File: src/rtl/pipe_ctrl_pkg.sv
// Shared definitions for the pipeline hazard/flush controller: stage indices,
// controller state encoding and the register-hazard helper.
package pipe_ctrl_pkg;

    localparam int unsigned NSTAGE = 5;

    localparam int unsigned STG_IF  = 0;
    localparam int unsigned STG_ID  = 1;
    localparam int unsigned STG_EX  = 2;
    localparam int unsigned STG_MEM = 3;
    localparam int unsigned STG_WB  = 4;

    typedef enum logic [0:0] {
        StIdle,
        StRedirect
    } ctrl_state_e;

    // r0 is hard-wired to zero, so it can never be a producer.
    function automatic logic src_hit(input logic [4:0] rs, input logic rs_use,
                                     input logic [4:0] rd);
        return rs_use && (rd != 5'd0) && (rs == rd);
    endfunction

endpackage

File: src/rtl/div_stall_cnt.sv
// Multi-cycle divide occupancy counter: holds EX for DIV_CYCLES cycles from entry,
// then keeps the finished divide parked until MEM can take it.
module div_stall_cnt
    import pipe_ctrl_pkg::*;
#(
    parameter int unsigned DIV_CYCLES = 4
) (
    input  logic clk_i,
    input  logic rst_i,
    input  logic start_i,
    input  logic handoff_i,
    input  logic clear_i,
    output logic stall_o
);

    localparam int unsigned CntW = (DIV_CYCLES > 1) ? $clog2(DIV_CYCLES) : 1;
    localparam logic [CntW-1:0] CntLoad = CntW'(DIV_CYCLES - 1);
    localparam logic [CntW-1:0] CntOne  = CntW'(1);

    logic [CntW-1:0] cnt_q, cnt_d;

    always_comb begin
        cnt_d   = cnt_q;
        stall_o = 1'b0;
        if (cnt_q == '0) begin
            if (start_i && (DIV_CYCLES > 1)) begin
                stall_o = 1'b1;
                cnt_d   = CntLoad;
            end
        end else if (cnt_q > CntOne) begin
            stall_o = 1'b1;
            cnt_d   = cnt_q - CntOne;
        end else if (handoff_i) begin
            cnt_d = '0;
        end
        if (clear_i) begin
            cnt_d = '0;
        end
    end

    always_ff @(posedge clk_i) begin
        if (rst_i) begin
            cnt_q <= '0;
        end else begin
            cnt_q <= cnt_d;
        end
    end

endmodule

File: src/rtl/pipe_ctrl.sv
// Central hazard/flush controller for the five-stage pipeline: load-use interlock,
// divide stall, branch-mispredict flush and exception/ertn redirect.
module pipe_ctrl
    import pipe_ctrl_pkg::*;
#(
    parameter int unsigned DIV_CYCLES = 4
) (
    input  logic              aclk,
    input  logic              reset,
    input  logic [NSTAGE-1:0] stage_valid,
    input  logic              mem_allow_out,
    input  logic [4:0]        id_rs1,
    input  logic [4:0]        id_rs2,
    input  logic              id_rs1_use,
    input  logic              id_rs2_use,
    input  logic [4:0]        ex_rd,
    input  logic              ex_wen,
    input  logic              ex_is_load,
    input  logic              ex_is_div,
    input  logic [4:0]        mem_rd,
    input  logic              mem_load_pending,
    input  logic              ex_br_mispredict,
    input  logic [31:0]       ex_br_target,
    input  logic              wb_excp,
    input  logic [31:0]       wb_excp_target,
    input  logic              redirect_ack,
    output logic [NSTAGE-1:0] ready_go,
    output logic [NSTAGE-1:0] flush,
    output logic              redirect_valid,
    output logic [31:0]       redirect_pc
);

    ctrl_state_e state_q, state_d;
    logic [31:0] pc_q, pc_d;

    logic excp, div_stall, ex_ready, br_take;
    logic ex_hit, mem_hit, load_use;
    logic unused_stage_valid_if;

    // IF validity does not influence any hazard decision.
    assign unused_stage_valid_if = stage_valid[STG_IF];

    assign excp     = stage_valid[STG_WB] & wb_excp;
    assign ex_ready = ~div_stall;
    assign br_take  = stage_valid[STG_EX] & ex_br_mispredict & ex_ready & ~excp;

    div_stall_cnt #(
        .DIV_CYCLES (DIV_CYCLES)
    ) u_div_stall_cnt (
        .clk_i     (aclk),
        .rst_i     (reset),
        .start_i   (stage_valid[STG_EX] & ex_is_div),
        .handoff_i (mem_allow_out),
        .clear_i   (excp),
        .stall_o   (div_stall)
    );

    always_comb begin
        ex_hit   = stage_valid[STG_EX] & ex_is_load & ex_wen &
                   (src_hit(id_rs1, id_rs1_use, ex_rd) | src_hit(id_rs2, id_rs2_use, ex_rd));
        mem_hit  = stage_valid[STG_MEM] & mem_load_pending &
                   (src_hit(id_rs1, id_rs1_use, mem_rd) | src_hit(id_rs2, id_rs2_use, mem_rd));
        load_use = stage_valid[STG_ID] & (ex_hit | mem_hit);
    end

    always_comb begin
        state_d          = state_q;
        pc_d             = pc_q;
        flush            = '0;
        ready_go         = '1;
        ready_go[STG_EX] = ex_ready;
        ready_go[STG_ID] = ~load_use;

        unique case (state_q)
            StIdle: ;
            StRedirect: begin
                ready_go[STG_IF] = 1'b0;
                if (redirect_ack) begin
                    state_d = StIdle;
                end
            end
            default: state_d = StIdle;
        endcase

        // A new redirect source overrides an ack in the same cycle.
        if (excp) begin
            flush   = '1;
            state_d = StRedirect;
            pc_d    = wb_excp_target;
        end else if (br_take) begin
            flush[STG_IF] = 1'b1;
            flush[STG_ID] = 1'b1;
            state_d       = StRedirect;
            pc_d          = ex_br_target;
        end
    end

    assign redirect_valid = (state_q == StRedirect);
    assign redirect_pc    = pc_q;

    always_ff @(posedge aclk) begin
        if (reset) begin
            state_q <= StIdle;
            pc_q    <= '0;
        end else begin
            state_q <= state_d;
            pc_q    <= pc_d;
        end
    end

endmodule

File: config.mk
export PLATFORM = sky130hd
export DESIGN_NAME = pipe_ctrl
export DESIGN_NICKNAME = d
export VERILOG_FILES = /design/src/rtl/pipe_ctrl_pkg.sv /design/src/rtl/div_stall_cnt.sv /design/src/rtl/pipe_ctrl.sv
export SDC_FILE = /design/constraint.sdc
export NUM_CORES = 1
export LEC_CHECK = 0
export ABC_CLOCK_PERIOD_IN_PS = 2240
export CAP_MARGIN = 20
export CORE_UTILIZATION = 36
export CTS_BUF_LIST = sky130_fd_sc_hd__clkbuf_2 sky130_fd_sc_hd__clkbuf_4 sky130_fd_sc_hd__clkbuf_8
export DETAILED_ROUTE_END_ITERATION = 16
export DONT_BUFFER_PORTS = 1
export HOLD_SLACK_MARGIN = 0.15
export MAX_ROUTING_LAYER = met4
export PLACE_DENSITY = 0.59
export SLEW_MARGIN = 20
export SYNTH_ARGS = -nofsm -noshare
export SYNTH_HDL_FRONTEND = slang
export SYNTH_SLANG_ARGS = --single-unit
File: constraint.sdc
create_clock -name aclk -period 2.24 [get_ports aclk]
set_input_delay 0.224 -clock aclk [delete_from_list [all_inputs] [get_ports aclk]]
set_output_delay 0.224 -clock aclk [all_outputs]
set_load 0.02 [all_outputs]
==> results.yml, run 1 <==
setup_path:
  crit_family: "simple AND/OR/NAND/NOR gates"
  crit_type: "reg2out"
  critical_path.max_fanout: 12
  path_cells: "inv_1 -> ha_1 -> or3b_4 -> nand4_4 -> nand2_2"
  critical_path_arrival_ps: 1830
  r2r_slack_ps: 250
  cp-start-kind: "flop"
  cp_slowest_cell: "or3b_4"
  r2r_cells: 7
  endpoint_kind: "output port"
  reg2reg_to: "redirect_pc[16]"
  crit_buf_inv: 1
  crit_required_ps: 2020
  timing.rr.start: "u_div_stall_cnt.cnt_q[0]"
  cp_slowest_stage_delay_ps: 450
global_route:
  grt_pass1_vias: 1796
  gr-total-overflow: 0
  grt_pass1_wl_mm: 8.22
  grt_usage: 0.173
  grt_max_degree: 39
  antenna_found_initial: 0
final_layout:
  area_growth_pct: 25.3
  drive_gt1_frac: 0.194
  diodes: 0
  layout.nets: 392
place:
  dp_hpwl_mm: 3.64
  gp_congestion: 0.856
  portBuffers: 0
  pre_cts_ws_ps: 269
timing:
  drv_slew: 0
  fin_crit_ps: 2060
  period_share: 0.919
  fin_worst_skew_ps: 3.51
  fmax_mhz: 486
  finalSetupViolCount: 0
  tns_ps: 0
  setup_slack_ps: 182
  hold_viol_final: 0
  rsz0062_at_grt: "false"
detailed_routing:
  drt-initial-drc-count: 49
  drc: 1
  post_drt_wl_per_cell_um: 15.4
  dr.pass1.iters: 10
  wl_mm: 5.57
  viasPerCell: 5.23
  via_count: 1898
  ant_nets: 0
clocking:
  h-tree-depth: 2
  root_buffer: "clkbuf_8"
  clk_path_buf_depth: 2
  numClockSinks: 35
  clock_latency_ps: 280
  clk_pin_slew_ps: 70
  tritoncts: "built"
  cts_made_buffers: 5
min_path:
  hold_path_startpoint: "wb_excp_target[12]"
  min_to: "redirect_pc[12]"
  hold_depth: 2
  hold_path.class: "in2reg"
floorplanning:
  core_sq_um: 5890
  rows: 28
  die_y_um: 80.0
  start_util: 0.372
  dieArea_sq_um: 6390
  io_pins: 144
  die_width_um: 80.0
power_and_ir_drop:
  power_density_nw_per_um2: 605
  power.static_leakage_uw: 0.000947
  clkPwrFrac: 0.278
  power_frac_comb: 0.249
  p_int_uw: 1120
  ir_drop_v: 0.000287
  swShare: 0.324
  seqPwrFrac: 0.473
  p_sw_uw: 537
synth:
  yosys_warnings: 0
  synth_area_leader_cell: "dfxtp_1"
  ys_seq_elements: 35
  syn_avg_cell_area_sq_um: 8.68
  syn_inst: 252
  synthTopCellsByArea: "dfxtp_1, a311oi_2, nand2_1"
  synth_area_sq_um: 2190
  netlist.area_leader.share: 0.320
  ys_types: 30
  yosysSeqAreaShare: 0.320
outcome:
  status: "finished, violations left"
  violations: "design-rule violations"
run:
  drv_cap: 0
==> registers in the layout, indices dropped and copies added (netlist names) <==
name / cells
redirect_valid: 1
u_div_stall_cnt.cnt_q: 2
redirect_pc: 32
==> cells in the final DEF, fill, tap and decap left out, drive strengths merged <==
cell          n
ha            3
conb          2
and4          1
and2          1
or3b          1
nand3         3
a21oi         2
o22ai         2
a311oi       32
a22oi         1
clkinv        1
nor2         37
nand2        71
nand2b        2
inv           4
nand4         6
a31oi         1
nor3          2
dfxtp        35
a2111oi       2
buf           5
clkbuf        6
dlygate4sd3  48
xnor2        20
==> cell families (layout without fill, tap and decap cells) <==
family / after synthesis / count (layout) / share of synthesized area
AO/OA/AOI/OAI: 40 / 40 / 0.233
buffers and inverters: 29 / 64 / 0.0949
other: 1 / 2 / 0.00171
AND/OR/NAND/NOR: 124 / 124 / 0.253
flip-flops: 35 / 35 / 0.320
adder cells (fa/ha/maj): 3 / 3 / 0.0172
XOR/XNOR: 20 / 20 / 0.0800
==> what timing repair did <==
item / CTS / global route
gates resized for setup: 0 / 1
setup endpoints to repair: 0 / 2
hold buffers: 48 / 1
hold endpoints to repair: 35 / 1
buffers inserted: 0 / 0
==> area by class of cell <==
| cell class | instances | area, sq um |
|---|---|---|
| Clock buffer | 6 | 82.6 |
| Clock inverter | 1 | 5.00 |
| Fill cell | 551 | 3140 |
| Inverter | 4 | 15.0 |
| Multi-Input combinational cell | 189 | 1290 |
| Sequential cell | 35 | 701 |
| Tap cell | 75 | 93.8 |
| Timing Repair Buffer | 53 | 556 |
==> cell usage after synthesis <==
| cell | n |
|---|---|
| a2111oi_0 | 2 |
| a21oi_1 | 2 |
| a22oi_1 | 1 |
| a311oi_1 | 4 |
| a311oi_2 | 28 |
| a31oi_1 | 1 |
| and2_1 | 1 |
| and4_4 | 1 |
| buf_1 | 1 |
| buf_12 | 1 |
| buf_4 | 7 |
| buf_6 | 3 |
| buf_8 | 3 |
| clkbuf_1 | 10 |
| conb_1 | 1 |
| dfxtp_1 | 35 |
| ha_1 | 3 |
| inv_1 | 4 |
| nand2_1 | 61 |
| nand2_2 | 10 |
| nand2b_1 | 2 |
| nand3_1 | 2 |
| nand3_2 | 1 |
| nand4_1 | 5 |
| nand4_4 | 1 |
| nor2_1 | 37 |
| nor3_1 | 2 |
| o22ai_1 | 2 |
| or3b_4 | 1 |
| xnor2_1 | 20 |
==> per-layer routing <==
layer / track usage / routed length, um
met1: 0.182 / 2230
met2: 0.314 / 2970
met3: 0.0491 / 332
met4: 0.0482 / 38
met5: - / 0
==> power by group through the flow <==
stage,registers (uW),clock network (uW),logic [uW]
finish,785,462,413
global placement,799,0,316
CTS,785,481,411
detailed placement,799,0,325
global route,792,504,454
floorplan,787,0,326
==> how the worst max path moves through the flow <==
stage,start,end,slack (ps),cells past startpoint
floorplan,u_div_stall_cnt.cnt_q[0],flush[1],290,7
global placement,u_div_stall_cnt.cnt_q[0],redirect_pc[9],310,7
detailed placement,u_div_stall_cnt.cnt_q[0],redirect_pc[16],270,7
CTS,u_div_stall_cnt.cnt_q[0],flush[1],60,5
global route,u_div_stall_cnt.cnt_q[1],flush[0],100,5
finish,u_div_stall_cnt.cnt_q[0],flush[0],180,5
==> per-stage QoR <==
step                      power [uW]  utilization  hold slack [ps]  area (sq um)  std cells
final                           1660        0.466              160          2740        363
after floorplan                 1110            -              386          2190        253
after global placement          1110        0.365              297          2150        307
after global routing            1750        0.466              159          2740        363
after CTS                       1680        0.464              151          2730        362
after detailed placement        1120        0.365              298          2150        307
(Power assumes the default switching activity.)
==> run 2, diff against run 1 <==
--- a/config.mk
+++ b/config.mk
@@ -5,6 +5,7 @@
 export SDC_FILE = /design/constraint.sdc
 export NUM_CORES = 1
 export LEC_CHECK = 0
+export ABC_AREA = 1
 export ABC_CLOCK_PERIOD_IN_PS = 2240
 export CAP_MARGIN = 20
 export CORE_UTILIZATION = 36
@@ -14,6 +15,7 @@
 export HOLD_SLACK_MARGIN = 0.15
 export MAX_ROUTING_LAYER = met4
 export PLACE_DENSITY = 0.59
+export REMOVE_ABC_BUFFERS = 1
 export SLEW_MARGIN = 20
 export SYNTH_ARGS = -nofsm -noshare
 export SYNTH_HDL_FRONTEND = slang
==> results.yml, run 2 <==
synth:
  ys.flop_type: "dfxtp_1"
  ys_types: 25
  netlist.area_leader.share: 0.311
  synth_enable_flop_cells: 0
  synthTopCellsByArea: "dfxtp_1, nand2_1, nor2_1"
  ys_seq_elements: 35
  synth_area_sq_um: 2250
  ys_async_sr_fraction: 0
  yosys_warnings: 0
  yosysSeqAreaShare: 0.311
  syn_avg_cell_area_sq_um: 5.80
  synth_most_common_cell: "nand2_1"
  syn_inst: 388
  yosys-top-cells-count: "nand2_1, nor2_1, dfxtp_1, inv_1, o21ai_0"
  synth_area_leader_cell: "dfxtp_1"
clocking:
  clock_latency_ps: 280
  clk_path_buf_depth: 2
  tritoncts: "built"
  cts_setup_buffers: 0
  cts_resized: 0
  numClockSinks: 35
  clk_pin_slew_ps: 70
  root_buffer: "clkbuf_8"
  cts_hold_buf: 0
  cts_made_buffers: 5
  h-tree-depth: 2
detailed_routing:
  dr.pass1.iters: 6
  wl_mm: 5.40
  drc: 0
  drt-initial-drc-count: 25
  via_count: 2188
  post_drt_wl_per_cell_um: 11.9
  viasPerCell: 4.82
  ant_nets: 0
place:
  dp_hpwl_mm: 3.97
  gp_congestion: 0.818
  pre_cts_ws_ps: 470
  portBuffers: 0
timing:
  setup_slack_ps: 264
  hold-worst-slack_ps: 168
  fmax_mhz: 506
  drv_slew: 0
  fin_worst_skew_ps: 3.67
  worst_pin_slew_ps: 701
  hold_viol_final: 0
  finalSetupViolCount: 0
  tns_ps: 0
  rsz0062_at_grt: "false"
  fin_crit_ps: 1980
  slew_headroom: 0.532
  period_share: 0.882
global_route:
  use_met3: 0.0528
  antenna_found_initial: 0
  gr-total-overflow: 0
  met1_usage: 0.168
  grt_usage: 0.170
  grtUsageMet2: 0.308
  grt_pass1_wl_mm: 8.25
  grt_max_degree: 36
  grt_pass1_vias: 1907
  gr-max-usage-layer: "met2"
setup_path:
  crit_start: "u_div_stall_cnt.cnt_q[0]"
  critPathCapture: "flush[1]"
  crit_required_ps: 2020
  reg2reg_to: "redirect_pc[3]"
  critical_path.max_fanout: 23
  endpoint_kind: "output port"
  r2r_cells: 8
  cp-start-kind: "flop"
  r2r_slack_ps: 480
  critical_path_arrival_ps: 1750
  timing.rr.start: "u_div_stall_cnt.cnt_q[0]"
  crit_type: "reg2out"
min_path:
  hold_path.class: "in2reg"
final_layout:
  layout.nets: 482
  final_cell_mix: "nand2_1, nor2_1, dfxtp_1, inv_1, o21ai_0"
  largest_register_ffs: 32
  drive_gt1_frac: 0.0792
  final_common_cell: "nand2_1"
  area_growth_pct: 2.00
  fillCellCount: 659
  diodes: 0
floorplanning:
  die_y_um: 81.1
  dieArea_sq_um: 6580
  die_width_um: 81.1
  start_util: 0.376
  core_sq_um: 5990
  io_pins: 144
  rows: 28
outcome:
  status: "completed"
power_and_ir_drop:
  power.static_leakage_uw: 0.00127
  power_density_nw_per_um2: 689
  total_power_uw: 1580
  ir_drop_v: 0.000393
run:
  drv_cap: 0
[run 2: worst min-delay path by stage]
stage / from / to / slack [ps] / cells after the start
2_1_floorplan: wb_excp_target[0] / redirect_pc[0] / 450 / 4
3_3_place_gp: wb_excp_target[3] / redirect_pc[3] / 460 / 4
3_5_place_dp: wb_excp_target[3] / redirect_pc[3] / 470 / 4
4_1_cts: wb_excp_target[3] / redirect_pc[3] / 160 / 4
5_1_grt: wb_excp_target[20] / redirect_pc[20] / 180 / 4
6_report: wb_excp_target[21] / redirect_pc[21] / 170 / 4
[run 2: layout make-up]
type	instances	area, sq um	share of cell area
tap	75	93.8	0.0408
inverter	30	115	0.0501
multi-input combinational	302	1270	0.554
clock buffer	5	68.8	0.0300
clock inverter	3	15.0	0.00654
timing repair buffer	4	30.0	0.0131
sequential	35	701	0.305
[run 2: stage by stage]
| stage | cell area, sq um | cells | utilization |
|---|---|---|---|
| 2_1_floorplan | 2090 | 367 | - |
| 3_3_place_gp | 2210 | 446 | 0.369 |
| 3_5_place_dp | 2210 | 446 | 0.369 |
| 4_1_cts | 2300 | 454 | 0.383 |
| 5_1_grt | 2300 | 454 | 0.383 |
| 6_report | 2300 | 454 | 0.383 |
[run 2: report_power, final]
part | switching [uW] | internal (uW)
Sequential | 121 | 690
Combinational | 220 | 112
Clock | 227 | 213
Total | 568 | 1010
[run 2: cell families (layout without fill, tap and decap cells)]
family          count (synthesis)  after routing  synth area share
compound gates                 36             36            0.0800
fa+ha+maj                       3              3            0.0167
buf+inv                        52             42             0.125
flops                          35             35             0.311
other cells                     1              2           0.00167
simple gates                  261            261             0.466
[run 2: critical path, stage by stage, from the launching register on]
cell,delay (ps)
dfxtp_1,360
inv_1,70
ha_1,240
nand3_1,110
nand4_2,120
nand2_4,240
buf_4,320
[run 2: layer usage]
layer / wire, um / vias up
li1: - / 1143
met1: 2070 / 925
met2: 2660 / 112
met3: 565 / 8
met4: 93 / 0
met5: 0 / -
==> run 3, diff against run 2 <==
--- a/config.mk
+++ b/config.mk
@@ -6,7 +6,7 @@
 export NUM_CORES = 1
 export LEC_CHECK = 0
 export ABC_AREA = 1
-export ABC_CLOCK_PERIOD_IN_PS = 2240
+export ABC_CLOCK_PERIOD_IN_PS = 1780
 export CAP_MARGIN = 20
 export CORE_UTILIZATION = 36
 export CTS_BUF_LIST = sky130_fd_sc_hd__clkbuf_2 sky130_fd_sc_hd__clkbuf_4 sky130_fd_sc_hd__clkbuf_8
@@ -14,7 +14,7 @@
 export DONT_BUFFER_PORTS = 1
 export HOLD_SLACK_MARGIN = 0.15
 export MAX_ROUTING_LAYER = met4
-export PLACE_DENSITY = 0.59
+export PLACE_DENSITY = 0.61
 export REMOVE_ABC_BUFFERS = 1
 export SLEW_MARGIN = 20
 export SYNTH_ARGS = -nofsm -noshare
==> constraint.sdc (replaced) <==
create_clock -name aclk -period 1.78 [get_ports aclk]
set_input_delay 0.178 -clock aclk [delete_from_list [all_inputs] [get_ports aclk]]
set_output_delay 0.178 -clock aclk [all_outputs]
set_load 0.02 [all_outputs]
==> results.yml, run 3 (synthesized netlist as in run 2, its figures left out) <==
outcome:
  status: "completed"
final_layout:
  diodes: 0
  regArea_sq_um: 701
  multi_input_area_sq_um: 1270
  fin_area_sq_um: 2850
  final_common_cell: "nand2_1"
  final_cell_mix: "nand2_1, nor2_1, dlygate4sd3_1, dfxtp_1, inv_1"
  fin_util: 0.475
  fillCellCount: 625
  layout.nets: 536
  largest_register_ffs: 32
  area_growth_pct: 26.4
  drive_gt1_frac: 0.0762
floorplanning:
  io_pins: 144
  rows: 28
  start_util: 0.376
  die_y_um: 81.1
  die_width_um: 81.1
  core_sq_um: 5990
  dieArea_sq_um: 6580
timing:
  period_share: 0.928
  drv_slew: 0
  finalSetupViolCount: 0
  hold-worst-slack_ps: 155
  worst_pin_slew_ps: 553
  fmax_mhz: 606
  setup_slack_ps: 129
  fin_worst_skew_ps: 11.4
  fin_crit_ps: 1650
  rsz0062_at_grt: "false"
  tns_ps: 0
  slew_headroom: 0.631
  hold_viol_final: 0
clocking:
  clk_pin_slew_ps: 80
  h-tree-depth: 2
  root_buffer: "clkbuf_8"
  cts_resized: 0
  clock_latency_ps: 280
  numClockSinks: 35
  tritoncts: "built"
  cts_made_buffers: 5
  cts_setup_buffers: 0
  clk_path_buf_depth: 2
  cts_hold_buf: 51
global_route:
  grtUsageMet2: 0.363
  gr-total-overflow: 0
  grt_max_degree: 35
  use_met3: 0.0472
  met1_usage: 0.216
  grt_pass1_wl_mm: 10.0
  gr-max-usage-layer: "met2"
  antenna_found_initial: 0
  grt_pass1_vias: 2357
  grt_usage: 0.203
min_path:
  hold_path.class: "in2reg"
detailed_routing:
  drc: 0
  viasPerCell: 4.89
  drt-initial-drc-count: 61
  ant_nets: 0
  wl_mm: 6.56
  via_count: 2482
  post_drt_wl_per_cell_um: 12.9
  dr.pass1.iters: 4
power_and_ir_drop:
  power_density_nw_per_um2: 756
  p_sw_uw: 747
  power.static_leakage_uw: 0.00150
  p_int_uw: 1410
  power_frac_comb: 0.259
  clkPwrFrac: 0.266
  swShare: 0.347
  ir_drop_v: 0.000519
  seqPwrFrac: 0.474
setup_path:
  critical_path_arrival_ps: 1470
  crit_family: "flip-flops"
  crit_type: "reg2out"
  path_cells: "inv_1 -> ha_1 -> nand3_1 -> nand4_2 -> nand2_4 -> buf_12"
  crit_buf_inv: 2
  crit_required_ps: 1600
  cp_slowest_stage_delay_ps: 360
  cp-start-kind: "flop"
  endpoint_kind: "output port"
  cp_slowest_cell: "dfxtp_1"
  critical_path.max_fanout: 19
place:
  gp_congestion: 0.827
  portBuffers: 0
  dp_hpwl_mm: 4.14
  place_area_sq_um: 2250
  pre_cts_ws_ps: 227
run:
  drv_cap: 0
[run 3: tightest hold or removal path, stage by stage]
cell and delay, ps:
nand2_1 30, nand2_1 70, nor2_2 40, nor2_1 80
[run 3: power by group through the flow]
stage,clock network [uW],logic [uW],registers [uW]
2_1_floorplan,0,339,1020
6_report,573,558,1020
3_3_place_gp,0,434,1040
5_1_grt,628,631,1030
4_1_cts,594,551,1020
3_5_place_dp,0,442,1040
[run 3: final timing paths]
path	start	to	slack, ps	cells past startpoint
worst max-delay path	u_div_stall_cnt.cnt_q[0]	flush[0]	130	6
worst min-delay path	ex_br_target[17]	redirect_pc[17]	150	4
worst max register to register	u_div_stall_cnt.cnt_q[0]	redirect_pc[19]	230	9
worst min register to register	u_div_stall_cnt.cnt_q[0]	u_div_stall_cnt.cnt_q[0]	510	2
[run 3: per-layer routing]
metal	part of all wire	wire, um	vias to the layer above
li1	-	-	1255
met1	0.40	2630	1094
met2	0.49	3240	119
met3	0.085	560	14
met4	0.020	128	0
met5	0	0	-
[run 3: cell type report]
cell class | count | area share
multi-input cells | 302 | 0.447
flip-flops and latches | 35 | 0.246
repair buffers | 58 | 0.202
inverters | 30 | 0.0404
well taps | 75 | 0.0330
clock buffers | 6 | 0.0268
clock inverters | 2 | 0.00439
[run 3: stage by stage]
| step | total power, uW | std cells |
|---|---|---|
| 6_report | 2150 | 508 |
| 3_3_place_gp | 1470 | 449 |
| 3_5_place_dp | 1480 | 449 |
| 2_1_floorplan | 1360 | 367 |
| 4_1_cts | 2160 | 508 |
| 5_1_grt | 2290 | 508 |
